File: config.mk
export PLATFORM = sky130hd
export DESIGN_NAME = mini_src_control_unit_flat
export DESIGN_NICKNAME = d
export VERILOG_FILES = /design/src/rtl/mini_src_pkg.sv /design/src/rtl/mini_src_control_unit_if.sv /design/src/rtl/mini_src_control_unit_cu_output_decode.sv /design/src/rtl/mini_src_control_unit.sv /design/src/flat_wrapper.sv
export SDC_FILE = /design/constraint.sdc
export NUM_CORES = 1
export LEC_CHECK = 0
export BUFFER_PORTS_ARGS = -buffer_cell sky130_fd_sc_hd__clkbuf_2
export CAP_MARGIN = 20
export CORE_MARGIN = 2
export CORE_UTILIZATION = 43
export DETAILED_ROUTE_END_ITERATION = 10
export GPL_TIMING_DRIVEN = 0
export PLACE_DENSITY = 0.85
export SLEW_MARGIN = 30
export SYNTH_ARGS = -nofsm -noshare
export SYNTH_HDL_FRONTEND = slang
export SYNTH_HIERARCHICAL = 1
export SYNTH_SLANG_ARGS = --single-unit
File: constraint.sdc
create_clock -name clk -period 2.6 [get_ports clk]
set_clock_uncertainty 0.2 [all_clocks]
set_input_delay 0.13 -clock clk [delete_from_list [all_inputs] [get_ports clk]]
set_output_delay 0.13 -clock clk [all_outputs]
set_load 0.03 [all_outputs]
File: src/rtl/mini_src_pkg.sv
// Shared opcodes, ALU function codes, FSM states and strobe bundle for the
// mini SRC hardwired control unit.
package mini_src_pkg;

    localparam logic [4:0] OP_LD   = 5'b00000;
    localparam logic [4:0] OP_ST   = 5'b00010;
    localparam logic [4:0] OP_ADD  = 5'b00011;
    localparam logic [4:0] OP_SUB  = 5'b00100;
    localparam logic [4:0] OP_AND  = 5'b00101;
    localparam logic [4:0] OP_OR   = 5'b00110;
    localparam logic [4:0] OP_SHR  = 5'b00111;
    localparam logic [4:0] OP_SHL  = 5'b01001;
    localparam logic [4:0] OP_ADDI = 5'b01100;
    localparam logic [4:0] OP_ANDI = 5'b01101;
    localparam logic [4:0] OP_ORI  = 5'b01110;
    localparam logic [4:0] OP_BR   = 5'b10010;
    localparam logic [4:0] OP_JR   = 5'b10100;
    localparam logic [4:0] OP_NOP  = 5'b11010;
    localparam logic [4:0] OP_HALT = 5'b11011;

    localparam logic [3:0] ALU_ADD = 4'd0;
    localparam logic [3:0] ALU_SUB = 4'd1;
    localparam logic [3:0] ALU_AND = 4'd2;
    localparam logic [3:0] ALU_OR  = 4'd3;
    localparam logic [3:0] ALU_SHR = 4'd4;
    localparam logic [3:0] ALU_SHL = 4'd5;

    typedef enum logic [3:0] {
        S_IDLE, S_T0, S_T1, S_T2, S_T3, S_T4, S_T5, S_T6, S_T7, S_HALT
    } state_e;

    typedef enum logic [3:0] {
        CLS_R, CLS_I, CLS_LD, CLS_ST, CLS_BR, CLS_JR, CLS_NOP, CLS_HALT, CLS_ILL
    } op_class_e;

    typedef struct packed {
        logic pc_out, pc_in, inc_pc, mar_in, mdr_in, mdr_out, ir_in, y_in, z_in, zlow_out;
        logic c_out, con_in, read, write, gra, grb, grc, r_in, r_out, ba_out;
    } strobes_t;

    function automatic op_class_e op_class(input logic [4:0] op);
        case (op)
            OP_ADD, OP_SUB, OP_AND, OP_OR, OP_SHR, OP_SHL: return CLS_R;
            OP_ADDI, OP_ANDI, OP_ORI:                      return CLS_I;
            OP_LD:                                         return CLS_LD;
            OP_ST:                                         return CLS_ST;
            OP_BR:                                         return CLS_BR;
            OP_JR:                                         return CLS_JR;
            OP_NOP:                                        return CLS_NOP;
            OP_HALT:                                       return CLS_HALT;
            default:                                       return CLS_ILL;
        endcase
    endfunction

    function automatic logic [3:0] alu_func(input logic [4:0] op);
        case (op)
            OP_SUB:          return ALU_SUB;
            OP_AND, OP_ANDI: return ALU_AND;
            OP_OR, OP_ORI:   return ALU_OR;
            OP_SHR:          return ALU_SHR;
            OP_SHL:          return ALU_SHL;
            default:         return ALU_ADD;
        endcase
    endfunction

endpackage

File: src/rtl/mini_src_control_unit_if.sv
// Control-unit <-> datapath bundle: IR/condition/memory status in, strobes out.
interface mini_src_control_unit_if #(
    parameter int ALU_OP_W = 4
);
    logic [31:0]         ir;
    logic                con_ff, mem_ready;
    logic                PCout, PCin, IncPC, MARin, MDRin, MDRout, IRin, Yin, Zin, Zlowout;
    logic                Cout, CONin, Read, Write, Gra, Grb, Grc, Rin, Rout, BAout;
    logic [ALU_OP_W-1:0] alu_op;
    logic                run, illegal;
    logic [3:0]          step;

    modport master (
        input  ir, con_ff, mem_ready,
        output PCout, PCin, IncPC, MARin, MDRin, MDRout, IRin, Yin, Zin, Zlowout,
               Cout, CONin, Read, Write, Gra, Grb, Grc, Rin, Rout, BAout,
               alu_op, run, illegal, step
    );

    modport slave (
        output ir, con_ff, mem_ready,
        input  PCout, PCin, IncPC, MARin, MDRin, MDRout, IRin, Yin, Zin, Zlowout,
               Cout, CONin, Read, Write, Gra, Grb, Grc, Rin, Rout, BAout,
               alu_op, run, illegal, step
    );
endinterface

File: src/rtl/mini_src_control_unit_cu_output_decode.sv
// Combinational strobe decode from (state, opcode, con_ff); mem_ready only
// qualifies the PC load at the end of a fetch wait.
module cu_output_decode
    import mini_src_pkg::*;
(
    input  state_e     state,
    input  logic [4:0] opcode,
    input  logic       con_ff,
    input  logic       mem_ready,
    output strobes_t   strobes,
    output logic [3:0] alu_code,
    output logic       illegal
);
    op_class_e cls;
    assign cls = op_class(opcode);

    always_comb begin
        strobes  = '0;
        alu_code = ALU_ADD;
        illegal  = 1'b0;
        case (state)
            S_T0: begin
                strobes.pc_out = 1'b1; strobes.mar_in = 1'b1;
                strobes.inc_pc = 1'b1; strobes.z_in   = 1'b1;
            end
            S_T1: begin
                strobes.zlow_out = 1'b1; strobes.read = 1'b1; strobes.mdr_in = 1'b1;
                // PC loads only on the cycle the fetch completes, so it advances once.
                strobes.pc_in = mem_ready;
            end
            S_T2: begin
                strobes.mdr_out = 1'b1; strobes.ir_in = 1'b1;
            end
            S_T3: begin
                case (cls)
                    CLS_R, CLS_I: begin
                        strobes.grb = 1'b1; strobes.r_out = 1'b1; strobes.y_in = 1'b1;
                    end
                    CLS_LD, CLS_ST: begin
                        strobes.grb = 1'b1; strobes.ba_out = 1'b1; strobes.y_in = 1'b1;
                    end
                    CLS_BR: begin
                        strobes.gra = 1'b1; strobes.r_out = 1'b1; strobes.con_in = 1'b1;
                    end
                    CLS_JR: begin
                        strobes.gra = 1'b1; strobes.r_out = 1'b1; strobes.pc_in = 1'b1;
                    end
                    CLS_ILL: illegal = 1'b1;
                    default: ;
                endcase
            end
            S_T4: begin
                case (cls)
                    CLS_R: begin
                        strobes.grc = 1'b1; strobes.r_out = 1'b1; strobes.z_in = 1'b1;
                        alu_code = alu_func(opcode);
                    end
                    CLS_I: begin
                        strobes.c_out = 1'b1; strobes.z_in = 1'b1;
                        alu_code = alu_func(opcode);
                    end
                    CLS_LD, CLS_ST: begin
                        strobes.c_out = 1'b1; strobes.z_in = 1'b1;
                    end
                    CLS_BR: begin
                        strobes.pc_out = 1'b1; strobes.y_in = 1'b1;
                    end
                    default: ;
                endcase
            end
            S_T5: begin
                case (cls)
                    CLS_R, CLS_I: begin
                        strobes.zlow_out = 1'b1; strobes.gra = 1'b1; strobes.r_in = 1'b1;
                    end
                    CLS_LD, CLS_ST: begin
                        strobes.zlow_out = 1'b1; strobes.mar_in = 1'b1;
                    end
                    CLS_BR: begin
                        strobes.c_out = 1'b1; strobes.z_in = 1'b1;
                    end
                    default: ;
                endcase
            end
            S_T6: begin
                case (cls)
                    CLS_LD: begin
                        strobes.read = 1'b1; strobes.mdr_in = 1'b1;
                    end
                    CLS_ST: begin
                        strobes.gra = 1'b1; strobes.r_out = 1'b1; strobes.mdr_in = 1'b1;
                    end
                    CLS_BR: begin
                        strobes.zlow_out = con_ff; strobes.pc_in = con_ff;
                    end
                    default: ;
                endcase
            end
            S_T7: begin
                case (cls)
                    CLS_LD: begin
                        strobes.mdr_out = 1'b1; strobes.gra = 1'b1; strobes.r_in = 1'b1;
                    end
                    CLS_ST:  strobes.write = 1'b1;
                    default: ;
                endcase
            end
            default: ;
        endcase
    end
endmodule

File: src/rtl/mini_src_control_unit.sv
// Hardwired control FSM for the single-bus SRC datapath: state register and
// sequencing here, strobe decode in cu_output_decode.
//   state | meaning
//   IDLE  | out of reset, no strobes
//   T0-T2 | fetch (T1 waits on mem_ready)
//   T3-T7 | execute steps (ld waits in T6, st waits in T7)
//   HALT  | stopped until reset
module mini_src_control_unit
    import mini_src_pkg::*;
#(
    parameter int ALU_OP_W = 4
) (
    input logic                     clk,
    input logic                     reset_n,
    mini_src_control_unit_if.master bus
);
    state_e     state_q, state_d;
    op_class_e  cls;
    strobes_t   strobes;
    logic [3:0] alu_code;
    logic       unused_ir;

    assign cls       = op_class(bus.ir[31:27]);
    assign unused_ir = ^bus.ir[26:0];

    always_ff @(posedge clk or negedge reset_n) begin
        if (!reset_n) state_q <= S_IDLE;
        else          state_q <= state_d;
    end

    always_comb begin
        state_d = state_q;
        case (state_q)
            S_IDLE: state_d = S_T0;
            S_T0:   state_d = S_T1;
            S_T1:   if (bus.mem_ready) state_d = S_T2;
            S_T2: begin
                if (cls == CLS_NOP)       state_d = S_T0;
                else if (cls == CLS_HALT) state_d = S_HALT;
                else                      state_d = S_T3;
            end
            S_T3: state_d = (cls == CLS_JR || cls == CLS_ILL) ? S_T0 : S_T4;
            S_T4: state_d = S_T5;
            S_T5: state_d = (cls == CLS_LD || cls == CLS_ST || cls == CLS_BR) ? S_T6 : S_T0;
            S_T6: begin
                if (cls == CLS_LD)      state_d = bus.mem_ready ? S_T7 : S_T6;
                else if (cls == CLS_ST) state_d = S_T7;
                else                    state_d = S_T0;
            end
            S_T7: begin
                if (cls != CLS_ST || bus.mem_ready) state_d = S_T0;
            end
            S_HALT:  state_d = S_HALT;
            default: state_d = S_IDLE;
        endcase
    end

    cu_output_decode u_decode (
        .state     (state_q),
        .opcode    (bus.ir[31:27]),
        .con_ff    (bus.con_ff),
        .mem_ready (bus.mem_ready),
        .strobes   (strobes),
        .alu_code  (alu_code),
        .illegal   (bus.illegal)
    );

    assign bus.PCout   = strobes.pc_out;
    assign bus.PCin    = strobes.pc_in;
    assign bus.IncPC   = strobes.inc_pc;
    assign bus.MARin   = strobes.mar_in;
    assign bus.MDRin   = strobes.mdr_in;
    assign bus.MDRout  = strobes.mdr_out;
    assign bus.IRin    = strobes.ir_in;
    assign bus.Yin     = strobes.y_in;
    assign bus.Zin     = strobes.z_in;
    assign bus.Zlowout = strobes.zlow_out;
    assign bus.Cout    = strobes.c_out;
    assign bus.CONin   = strobes.con_in;
    assign bus.Read    = strobes.read;
    assign bus.Write   = strobes.write;
    assign bus.Gra     = strobes.gra;
    assign bus.Grb     = strobes.grb;
    assign bus.Grc     = strobes.grc;
    assign bus.Rin     = strobes.r_in;
    assign bus.Rout    = strobes.r_out;
    assign bus.BAout   = strobes.ba_out;
    assign bus.alu_op  = ALU_OP_W'(alu_code);
    assign bus.run     = (state_q != S_IDLE) && (state_q != S_HALT);
    assign bus.step    = state_q;
endmodule

File: src/flat_wrapper.sv
// flat-port wrapper written by rule: the top's interface ports become plain ports
module mini_src_control_unit_flat import mini_src_pkg::*;
#(
    parameter int ALU_OP_W = 4
)
  (clk, reset_n, bus_ir, bus_con_ff, bus_mem_ready, bus_PCout, bus_PCin, bus_IncPC, bus_MARin, bus_MDRin, bus_MDRout, bus_IRin, bus_Yin, bus_Zin, bus_Zlowout, bus_Cout, bus_CONin, bus_Read, bus_Write, bus_Gra, bus_Grb, bus_Grc, bus_Rin, bus_Rout, bus_BAout, bus_alu_op, bus_run, bus_illegal, bus_step);
  mini_src_control_unit_if #(.ALU_OP_W(ALU_OP_W)) bus_i ();
  input logic clk;
  input logic reset_n;
  input wire logic [$bits(bus_i.ir)-1:0] bus_ir;
  input wire logic [$bits(bus_i.con_ff)-1:0] bus_con_ff;
  input wire logic [$bits(bus_i.mem_ready)-1:0] bus_mem_ready;
  output wire logic [$bits(bus_i.PCout)-1:0] bus_PCout;
  output wire logic [$bits(bus_i.PCin)-1:0] bus_PCin;
  output wire logic [$bits(bus_i.IncPC)-1:0] bus_IncPC;
  output wire logic [$bits(bus_i.MARin)-1:0] bus_MARin;
  output wire logic [$bits(bus_i.MDRin)-1:0] bus_MDRin;
  output wire logic [$bits(bus_i.MDRout)-1:0] bus_MDRout;
  output wire logic [$bits(bus_i.IRin)-1:0] bus_IRin;
  output wire logic [$bits(bus_i.Yin)-1:0] bus_Yin;
  output wire logic [$bits(bus_i.Zin)-1:0] bus_Zin;
  output wire logic [$bits(bus_i.Zlowout)-1:0] bus_Zlowout;
  output wire logic [$bits(bus_i.Cout)-1:0] bus_Cout;
  output wire logic [$bits(bus_i.CONin)-1:0] bus_CONin;
  output wire logic [$bits(bus_i.Read)-1:0] bus_Read;
  output wire logic [$bits(bus_i.Write)-1:0] bus_Write;
  output wire logic [$bits(bus_i.Gra)-1:0] bus_Gra;
  output wire logic [$bits(bus_i.Grb)-1:0] bus_Grb;
  output wire logic [$bits(bus_i.Grc)-1:0] bus_Grc;
  output wire logic [$bits(bus_i.Rin)-1:0] bus_Rin;
  output wire logic [$bits(bus_i.Rout)-1:0] bus_Rout;
  output wire logic [$bits(bus_i.BAout)-1:0] bus_BAout;
  output wire logic [$bits(bus_i.alu_op)-1:0] bus_alu_op;
  output wire logic [$bits(bus_i.run)-1:0] bus_run;
  output wire logic [$bits(bus_i.illegal)-1:0] bus_illegal;
  output wire logic [$bits(bus_i.step)-1:0] bus_step;
  assign bus_i.ir = bus_ir;
  assign bus_i.con_ff = bus_con_ff;
  assign bus_i.mem_ready = bus_mem_ready;
  assign bus_PCout = bus_i.PCout;
  assign bus_PCin = bus_i.PCin;
  assign bus_IncPC = bus_i.IncPC;
  assign bus_MARin = bus_i.MARin;
  assign bus_MDRin = bus_i.MDRin;
  assign bus_MDRout = bus_i.MDRout;
  assign bus_IRin = bus_i.IRin;
  assign bus_Yin = bus_i.Yin;
  assign bus_Zin = bus_i.Zin;
  assign bus_Zlowout = bus_i.Zlowout;
  assign bus_Cout = bus_i.Cout;
  assign bus_CONin = bus_i.CONin;
  assign bus_Read = bus_i.Read;
  assign bus_Write = bus_i.Write;
  assign bus_Gra = bus_i.Gra;
  assign bus_Grb = bus_i.Grb;
  assign bus_Grc = bus_i.Grc;
  assign bus_Rin = bus_i.Rin;
  assign bus_Rout = bus_i.Rout;
  assign bus_BAout = bus_i.BAout;
  assign bus_alu_op = bus_i.alu_op;
  assign bus_run = bus_i.run;
  assign bus_illegal = bus_i.illegal;
  assign bus_step = bus_i.step;
  mini_src_control_unit #(.ALU_OP_W(ALU_OP_W)) u_core (.clk(clk), .reset_n(reset_n), .bus(bus_i));
endmodule
==> results of run 1 <==
[routing by layer]
metal / vias up / GRT usage, % / part of all wire, % / wire, um
met5: - / 0 / 0 / 0
met4: 0 / 2.99 / 1.0 / 31
met3: 3 / 4.57 / 7.2 / 219
met2: 66 / 39.0 / 47 / 1430
met1: 581 / 28.7 / 44 / 1350
li1: 663 / - / - / -
[power groups by stage]
stage | registers (mW) | logic, mW | clock network, mW
after global routing | 0.167 | 0.809 | 0.0934
after global placement | 0.151 | 0.732 | 0
after detailed placement | 0.153 | 0.740 | 0
after CTS | 0.153 | 0.743 | 0.0775
final | 0.158 | 0.749 | 0.0833
after floorplan | 0.184 | 0.511 | 0
[cell families (layout without fill, tap and decap cells)]
| family | Yosys count | count (layout) |
|---|---|---|
| buf+inv | 16 | 57 |
| mux | 1 | 1 |
| simple gates | 85 | 85 |
| flops | 4 | 4 |
| other cells | 1 | 1 |
| compound gates | 45 | 45 |
| xor+xnor | 1 | 1 |
[through the flow]
| step | std cells | setup slack [ns] |
|---|---|---|
| after floorplan | 153 | 0.0405 |
| after global placement | 218 | 0.269 |
| after detailed placement | 218 | 0.265 |
| after CTS | 222 | 0.0150 |
| after global routing | 222 | -0.00379 |
| final | 222 | 0.0793 |
[repair_timing]
action                     4_1_cts  5_1_grt
setup buffers                    0        0
hold buffers                     1        0
setup endpoints to repair        0        3
hold endpoints to repair         4        0
gates resized for setup          0        5
[final cells by class]
type	count	share of cell area (%)
multi-input combinational	133	65.4
timing repair buffer	38	15.5
sequential	4	8.02
buffer	11	5.19
tap	28	2.74
clock buffer	3	1.76
inverter	5	1.47
[cell usage in the layout, fill, tap and decap left out, drive strengths merged, types with 2 or more instances in the layout]
cell / netlist / final
dfrtp: 4 / 4
nor2: 18 / 18
nor3: 5 / 5
o21ai: 13 / 13
a31oi: 3 / 3
nor4: 3 / 3
nand4b: 2 / 2
or4: 3 / 3
nand3: 5 / 5
nand2b: 2 / 2
nor2b: 7 / 7
nand4: 2 / 2
nand2: 17 / 17
or4b: 3 / 3
or3: 2 / 2
o21bai: 2 / 2
and2: 2 / 2
nor4b: 3 / 3
clkbuf: 5 / 44
o211ai: 5 / 5
a21oi: 7 / 7
or2: 3 / 3
inv: 5 / 5
buf: 6 / 7
[path summary, 6_finish.rpt]
check                                        start                 end  slack (ns)
worst max-delay path            u_core/bus.step[0]            bus_PCin        0.08
max in group asynchronous                  reset_n  u_core/bus.step[0]        1.99
worst min-delay path                       reset_n  u_core/bus.step[1]        0.05
min in group clk                     bus_mem_ready  u_core/bus.step[1]        0.09
worst min register to register  u_core/bus.step[0]  u_core/bus.step[1]        0.44
worst max register to register  u_core/bus.step[3]  u_core/bus.step[2]        0.67
[synthesized netlist by cell type, types with 3 or more instances]
cell type,n,area (um2)
o211ai_1,5,37.5
dfrtp_1,4,100
nor2_1,18,67.6
buf_2,3,15.0
or2_2,3,18.8
inv_1,5,18.8
nand3_1,5,25.0
nor4b_1,3,26.3
o21ai_0,11,55.1
nor2b_1,7,43.8
nor3_1,4,20.0
a21oi_1,7,35.0
clkbuf_1,4,15.0
nand2_1,17,63.8
[critical path, stage by stage, from the launching register on]
cell      delay [ns]
dfrtp_2         0.48
or4b_4          0.61
or4_4           0.52
o21ai_2         0.14
clkbuf_4        0.20
==> metrics.md, run 1 <==
| Metric | Value |
|---|---|
| Status | `complete, no violations` |
| Fin nets | `232` |
| Switching power | `0.603 mW` |
| H-tree depth | `1` |
| Min Tclk post-route | `around 2.5 ns` |
| Die Y | `52.7 um` |
| Int Pwr | `0.388 mW` |
| Worst-case reg-to-reg path depth | `5` |
| Period utilization | `96.9%` |
| Core area | `2230 um2` |
| Slew Viols, Final | `0` |
| Area of the multi-input gates | `between 800 and 900 um2` |
| Post-synth ARST share | `100%` |
| CP Launch Type | `flop` |
| Fin. Hold Viols | `0` |
| Clock latency on the worst-skew pair | `0.24 ns` |
| CTS Root Cell | `clkbuf_4` |
| DRC | `0` |
| Largest family of logic cells by synthesized area | `simple AND/OR/NAND/NOR gates` |
| Placed Area | `1240 um2` |
| Antenna Nets Post-Route | `0` |
| Avg Inst Size Synth | `around 6.7 um2` |
| Initial Util | `between 40% and 50%` |
| Post-layout util | `a little under three fifths` |
| Row cnt | `17` |
| Cell area after synthesis | `just over 1000 um2` |
| WL final | `3.03 mm` |
| CTS max path bufs | `2` |
| Vias per std cell | `5.91` |
| Post-synth EDFFs | `0` |
| IO Count | `66` |
| Worst EP arrival | `2.19 ns` |
| Dpl hpwl | `2.18 mm` |
| Clock Power Share | `8.4%` |
| Filler instances | `233` |
| Max reg flops | `4` |
| Num CTS Buffers | `3` |
| P&R area growth vs syn | `25.2%` |
| Post-synthesis cell count | `between 150 and 200` |
| Max Fclk | `397 MHz` |
| Final setup fails | `0` |
| First-pass GRT wire length | `4.72 mm` |
| CP max FO | `14` |
| Clock Sinks | `4` |
| Ant. Diodes | `0` |
| Post-synthesis mux area share | `0.980%` |
| Die Wd | `52.7 um` |
| Synth Area in XOR/XNOR | `less than 1%` |
| Power, Total | `0.991 mW` |
| WHS | `~0.053 ns` |
| Initial antenna violation count | `0` |
| Reg power frac | `15.9%` |
| DRT Pass-1 Iters | `4` |
| Tot GR Track Use | `22.3%` |
| CTS tree | `done` |
| Congestion Overflow GR | `0` |
| CP Class | `flop to primary output` |
| Yosys warns | `6` |
| Worst-path clk slew | `0.05 ns` |
| Synth cell types | `61` |
| Post-synthesis adder-cell area fraction | `0%` |
| IO Port Bufs | `37` |
| Die Area | `2780 um2` |
| DR vias | `1313` |
| Finished Cell Area | `~1300 um2` |
| Vias in the first global route | `1070` |
| CP required | `2.27 ns` |
| Power Density | `775 nW/um2` |
| Primary FF master, synth | `dfrtp_1` |
| MaxCap Viol Count | `0` |
| DRT iter0 DRCs | `42` |
| Post-Syn Nets | `189` |
| Register area | `between 100 and 150 um2` |
| Drt wl/cell | `roughly 14 um` |
| Post-synthesis compound-gate area fraction | `30.8%` |
| Tightest Hold Check Type | `input port to async pin` |
| Synth Register Bits | `4` |
| Placer Congestion | `0.861` |
| Maximum number of pins on one net before global-route repair | `17` |
| Max VDD drop | `0.729 mV` |
| Leakage | `around 0.56 nW` |
| Setup TNS | `0 ns` |
| Gate power share | `75.6%` |
| Synth Area in Simple Gates | `48.9%` |
| Switching Share | `60.8%` |
| Layout cells sized above 1 | `31.4%` |
| CP endpoint kind | `primary output` |
| Sequential fraction of the synthesis area | `9.80%` |
No activity file was read; power rests on OpenSTA's default activity.
==> run 2: changes to the inputs <==
==> constraint.sdc (replaced) <==
create_clock -name clk -period 2.8 [get_ports clk]
set_clock_uncertainty 0.2 [all_clocks]
set_input_delay 0.14 -clock clk [delete_from_list [all_inputs] [get_ports clk]]
set_output_delay 0.14 -clock clk [all_outputs]
set_load 0.03 [all_outputs]
==> metrics.md, run 2 (synthesis results as in run 1) <==
| Metric | Value |
|---|---|
| Final setup margin | `0.201 ns` |
| WL final | `2.90 mm` |
| Leakage | `0.557 nW` |
| Vias in the first global route | `1070` |
| CTS tree | `done` |
| CP Launch Type | `flop` |
| Placer Congestion | `0.861` |
| MaxCap Viol Count | `0` |
| Vias per std cell | `5.96` |
| DRT iter0 DRCs | `30` |
| Fin nets | `232` |
| Min Tclk post-route | `around 2.6 ns` |
| Core area | `2230 um2` |
| CTS max path bufs | `2` |
| Layout cells sized above 1 | `30.4%` |
| Crit-path cells | `or4b_4, or4_4, o21ai_2, clkbuf_2` |
| WHS | `0.0700 ns` |
| Crit Reg-Reg Endpoint | `u_core/bus.step[2]` |
| Layout Cells excl Fill | `222` |
| Post-layout util | `between 50% and 60%` |
| DRT Pass-1 Iters | `4` |
| Placed Area | `1240 um2` |
| Congestion Overflow GR | `0` |
| First-pass GRT wire length | `4.72 mm` |
| Maximum number of pins on one net before global-route repair | `17` |
| Initial Util | `45.7%` |
| Max VDD drop | `0.758 mV` |
| Finished Cell Area | `roughly 1300 um2` |
| Die Wd | `~53 um` |
| Max Fclk | `385 MHz` |
| Antenna Nets Post-Route | `0` |
| Final setup fails | `0` |
| DR vias | `1324` |
| Worst-case reg-to-reg path depth | `4` |
| Worst EP arrival | `2.26 ns` |
| DRC | `0` |
| Num CTS Buffers | `3` |
| Die Area | `about 2800 um2` |
| Fin. Hold Viols | `0` |
| Row cnt | `17` |
| CP Class | `flop to primary output` |
| Place WS | `0.455 ns` |
| Area of the multi-input gates | `836 um2` |
| CP endpoint kind | `primary output` |
| Die Y | `around 53 um` |
| Setup TNS | `0 ns` |
| Ant. Diodes | `0` |
| Commonest non-fill, non-tap cell in the layout | `clkbuf_2` |
| CP max FO | `14` |
| Period utilization | `92.8%` |
| Worst-path clk slew | `0.04 ns` |
| Power, Total | `0.910 mW` |
| Placed Cells | `around 220` |
| Status | `complete, no violations` |
| Power Density | `slightly above 700 nW/um2` |
| P&R area growth vs syn | `24.8%` |
| Tightest Hold Check Type | `input port to async pin` |
| Slew Viols, Final | `0` |
| Worst flop-to-flop path startpoint | `u_core/bus.step[0]` |
| Clock latency on the worst-skew pair | `0.24 ns` |
| Clock Sinks | `4` |
| CTS Root Cell | `clkbuf_4` |
| Most frequent cells in the layout | `clkbuf_2, nor2_1, nand2_1` |
| Critical Path End | `bus_PCin` |
| IO Port Bufs | `37` |
| Initial antenna violation count | `0` |
| Filler instances | `233` |
| R2R Setup Slk | `0.92 ns` |
| Tot GR Track Use | `between 20% and 30%` |
| H-tree depth | `1` |
| CP required | `2.46 ns` |
| RSZ-0062 raised after global routing | `no` |
| Max reg flops | `4` |
| Dpl hpwl | `2.18 mm` |
| Register area | `100 um2` |
| Drt wl/cell | `13.1 um` |
| Max incr delay on CP | `roughly 0.64 ns` |
| IO Count | `66` |
| Worst setup startpoint | `u_core/bus.step[0]` |
| CP max-delay cell | `or4b_4` |
-- run 2: where the power goes --
| part | switching [mW] | leakage, nW | internal, mW | total [mW] |
|---|---|---|---|---|
| clock network | 0.0248 | 0.0138 | 0.0480 | 0.0729 |
| registers | 0.0645 | 0.0499 | 0.0801 | 0.145 |
| logic | 0.466 | 0.493 | 0.226 | 0.693 |
| total | 0.556 | 0.557 | 0.355 | 0.910 |
-- run 2: repair_timing --
item / 4_1_cts / 5_1_grt
hold buffers: 1 / 0
endpoints found under the hold margin: 4 / 0
buffers inserted: 0 / 0
gates resized for setup: 0 / 0
-- run 2: worst min-delay path by stage --
| stage | end | slack (ns) | cells past startpoint |
|---|---|---|---|
| after detailed placement | u_core/bus.step[0] | -0.25 | 1 |
| after global placement | u_core/bus.step[0] | -0.25 | 1 |
| final | u_core/bus.step[1] | 0.07 | 2 |
| after CTS | u_core/bus.step[3] | 0.05 | 2 |
| after floorplan | u_core/bus.step[0] | -0.36 | 0 |
| after global routing | u_core/bus.step[3] | 0.07 | 2 |
-- run 2: critical path: cells and delay by family (launching register included) --
family / cells / cell delay (ns)
buffers and inverters: 1 / 0.21
AOI/OAI and AO/OA: 1 / 0.13
DFF: 1 / 0.51
and+or+nand+nor: 2 / 1.17
-- run 2: area by class of cell --
cell class              instances  area share (%)
flip-flops and latches          4            7.86
repair buffers                 38            15.3
clock buffers                   3            1.77
well taps                      28            2.75
plain buffers                  11            5.21
multi-input cells             133            65.6
inverters                       5            1.47
-- run 2: metal layers --
| metal | track usage [%] | wire (um) | vias up |
|---|---|---|---|
| met4 | 2.99 | 0 | 0 |
| met2 | 39.0 | 1320 | 66 |
| li1 | - | - | 667 |
| met5 | 0 | 0 | - |
| met3 | 4.57 | 199 | 0 |
| met1 | 28.7 | 1380 | 591 |
==> run 3: changes to the inputs <==
--- a/config.mk
+++ b/config.mk
@@ -9,9 +9,10 @@
 export CAP_MARGIN = 20
 export CORE_MARGIN = 2
 export CORE_UTILIZATION = 43
+export CTS_CLUSTER_SIZE = 16
 export DETAILED_ROUTE_END_ITERATION = 10
 export GPL_TIMING_DRIVEN = 0
-export PLACE_DENSITY = 0.85
+export PLACE_DENSITY = 0.93
 export SLEW_MARGIN = 30
 export SYNTH_ARGS = -nofsm -noshare
 export SYNTH_HDL_FRONTEND = slang
==> metrics.md, run 3 (synthesis results as in run 1) <==
| Metric | Value |
|---|---|
| CP delay by family, top | `simple AND/OR/NAND/NOR gates` |
| Ant. Diodes | `0` |
| Finished Cell Area | `roughly 1300 um2` |
| Period utilization | `between 90% and 100%` |
| Die Y | `between 50 and 60 um` |
| Gate power share | `76.6%` |
| Layout cells sized above 1 | `between 30% and 40%` |
| Max VDD drop | `approximately 0.78 mV` |
| Worst path bufs/invs | `1` |
| RSZ-0062 raised after global routing | `no` |
| Final setup fails | `0` |
| CP required | `2.46 ns` |
| Min Tclk post-route | `2.59 ns` |
| Setup bufs post-CTS | `0` |
| Place WS | `0.457 ns` |
| Die Area | `2780 um2` |
| DRT Pass-1 Iters | `4` |
| DRT iter0 DRCs | `33` |
| CTS Root Cell | `clkbuf_4` |
| Worst-path clk slew | `around 0.04 ns` |
| Congestion Overflow GR | `0` |
| Maximum number of pins on one net before global-route repair | `17` |
| Switching power | `~0.55 mW` |
| Vias in the first global route | `1099` |
| Switching Share | `60.6%` |
| CTS max path bufs | `2` |
| IO Count | `66` |
| Max incr delay on CP | `0.64 ns` |
| MaxCap Viol Count | `0` |
| Tightest Hold Check Type | `input port to async pin` |
| DR vias | `1323` |
| Fin nets | `around 230` |
| Fin. Hold Viols | `0` |
| Drt wl/cell | `12.7 um` |
| Row cnt | `17` |
| Worst EP arrival | `2.25 ns` |
| Vias per std cell | `about 6.0` |
| Num CTS Buffers | `3` |
| Status | `complete, no violations` |
| Initial antenna violation count | `0` |
| Met2 WL | `1.37 mm` |
| Met3 wire length | `between 200 and 250 um` |
| Commonest non-fill, non-tap cell in the layout | `clkbuf_2` |
| Final setup margin | `0.215 ns` |
| WHS | `about 0.074 ns` |
| Max Fclk | `387 MHz` |
| Placer Congestion | `0.787` |
| Power, Total | `between 0.8 and 0.9 mW` |
| First-pass GRT wire length | `about 4.7 mm` |
| Setup TNS | `0 ns` |
| Placed Area | `1240 um2` |
| Antenna Nets Post-Route | `0` |
| Crit-path cells | `or4b_4, or4_4, o21ai_2, clkbuf_2` |
| Core area | `2230 um2` |
| Clock Power Share | `around 7.6%` |
| CP max FO | `14` |
| CP endpoint kind | `primary output` |
| WL final | `roughly 2.8 mm` |
| IO Port Bufs | `37` |
| Power Density | `706 nW/um2` |
| CP Launch Type | `flop` |
| P&R area growth vs syn | `24.8%` |
| Most frequent cells in the layout | `clkbuf_2, nor2_1, nand2_1` |
| Leakage | `0.557 nW` |
| DRC | `0` |
| Clock latency on the worst-skew pair | `0.23 ns` |
| Initial Util | `45.7%` |
| CP max-delay cell | `or4b_4` |
| Max reg flops | `4` |
| Reg power frac | `around 16%` |
| Int Pwr | `0.354 mW` |
| WL met1 | `around 1.2 mm` |
| Slew Viols, Final | `0` |
| Highest metal used | `met3` |
| CTS tree | `done` |
| Tot GR Track Use | `21.9%` |
| H-tree depth | `1` |
| Die Wd | `52.7 um` |
| CP Class | `flop to primary output` |
| Clock Sinks | `4` |
| Dpl hpwl | `around 2.2 mm` |
==> run 3: cell counts in the layout (fill, tap and decap cells not counted) <==
Identical to the previous run, type by type.
==> run 3: repair_timing <==
| action | in CTS | in global routing |
|---|---|---|
| hold endpoints to repair | 4 | 0 |
| gates resized for setup | 0 | 0 |
| hold buffers | 1 | 0 |
==> run 3: final cells by class <==
type,count,area [um2]
Fill cell,222,960
Sequential cell,4,100
Inverter,5,18.8
Timing Repair Buffer,38,195
Clock buffer,3,22.5
Buffer,11,66.3
Tap cell,28,35.0
Multi-Input combinational cell,133,836
==> run 3: power groups by stage <==
stage          clock (mW)  sequential, mW  combinational [mW]
3_3_place_gp            0           0.139               0.678
4_1_cts            0.0705           0.141               0.689
3_5_place_dp            0           0.141               0.686
5_1_grt            0.0755           0.150               0.747
2_1_floorplan           0           0.171               0.475
6_report           0.0686           0.142               0.689
==> run 3: final timing paths <==
kind / cells past startpoint / slack, ns / end / startpoint
min reg2reg: 2 / 0.48 / u_core/bus.step[1] / u_core/bus.step[3]
max: 4 / 0.21 / bus_PCin / u_core/bus.step[0]
max reg2reg: 4 / 0.97 / u_core/bus.step[2] / u_core/bus.step[0]
min in group clk: 4 / 0.12 / u_core/bus.step[1] / bus_mem_ready
max in group asynchronous: 2 / 2.20 / u_core/bus.step[3] / reset_n
min: 2 / 0.07 / u_core/bus.step[1] / reset_n
==> run 3: routing by layer <==
layer,vias to the layer above,track usage [%]
met2,54,38.1
li1,664,-
met1,605,30.0
met5,-,0
met4,0,1.28
met3,0,2.57
==> run 3: through the flow <==
step	std cells	utilization, %
4_1_cts	222	57.0
2_1_floorplan	153	-
5_1_grt	222	57.0
3_5_place_dp	218	55.6
3_3_place_gp	218	55.6
6_report	222	57.0
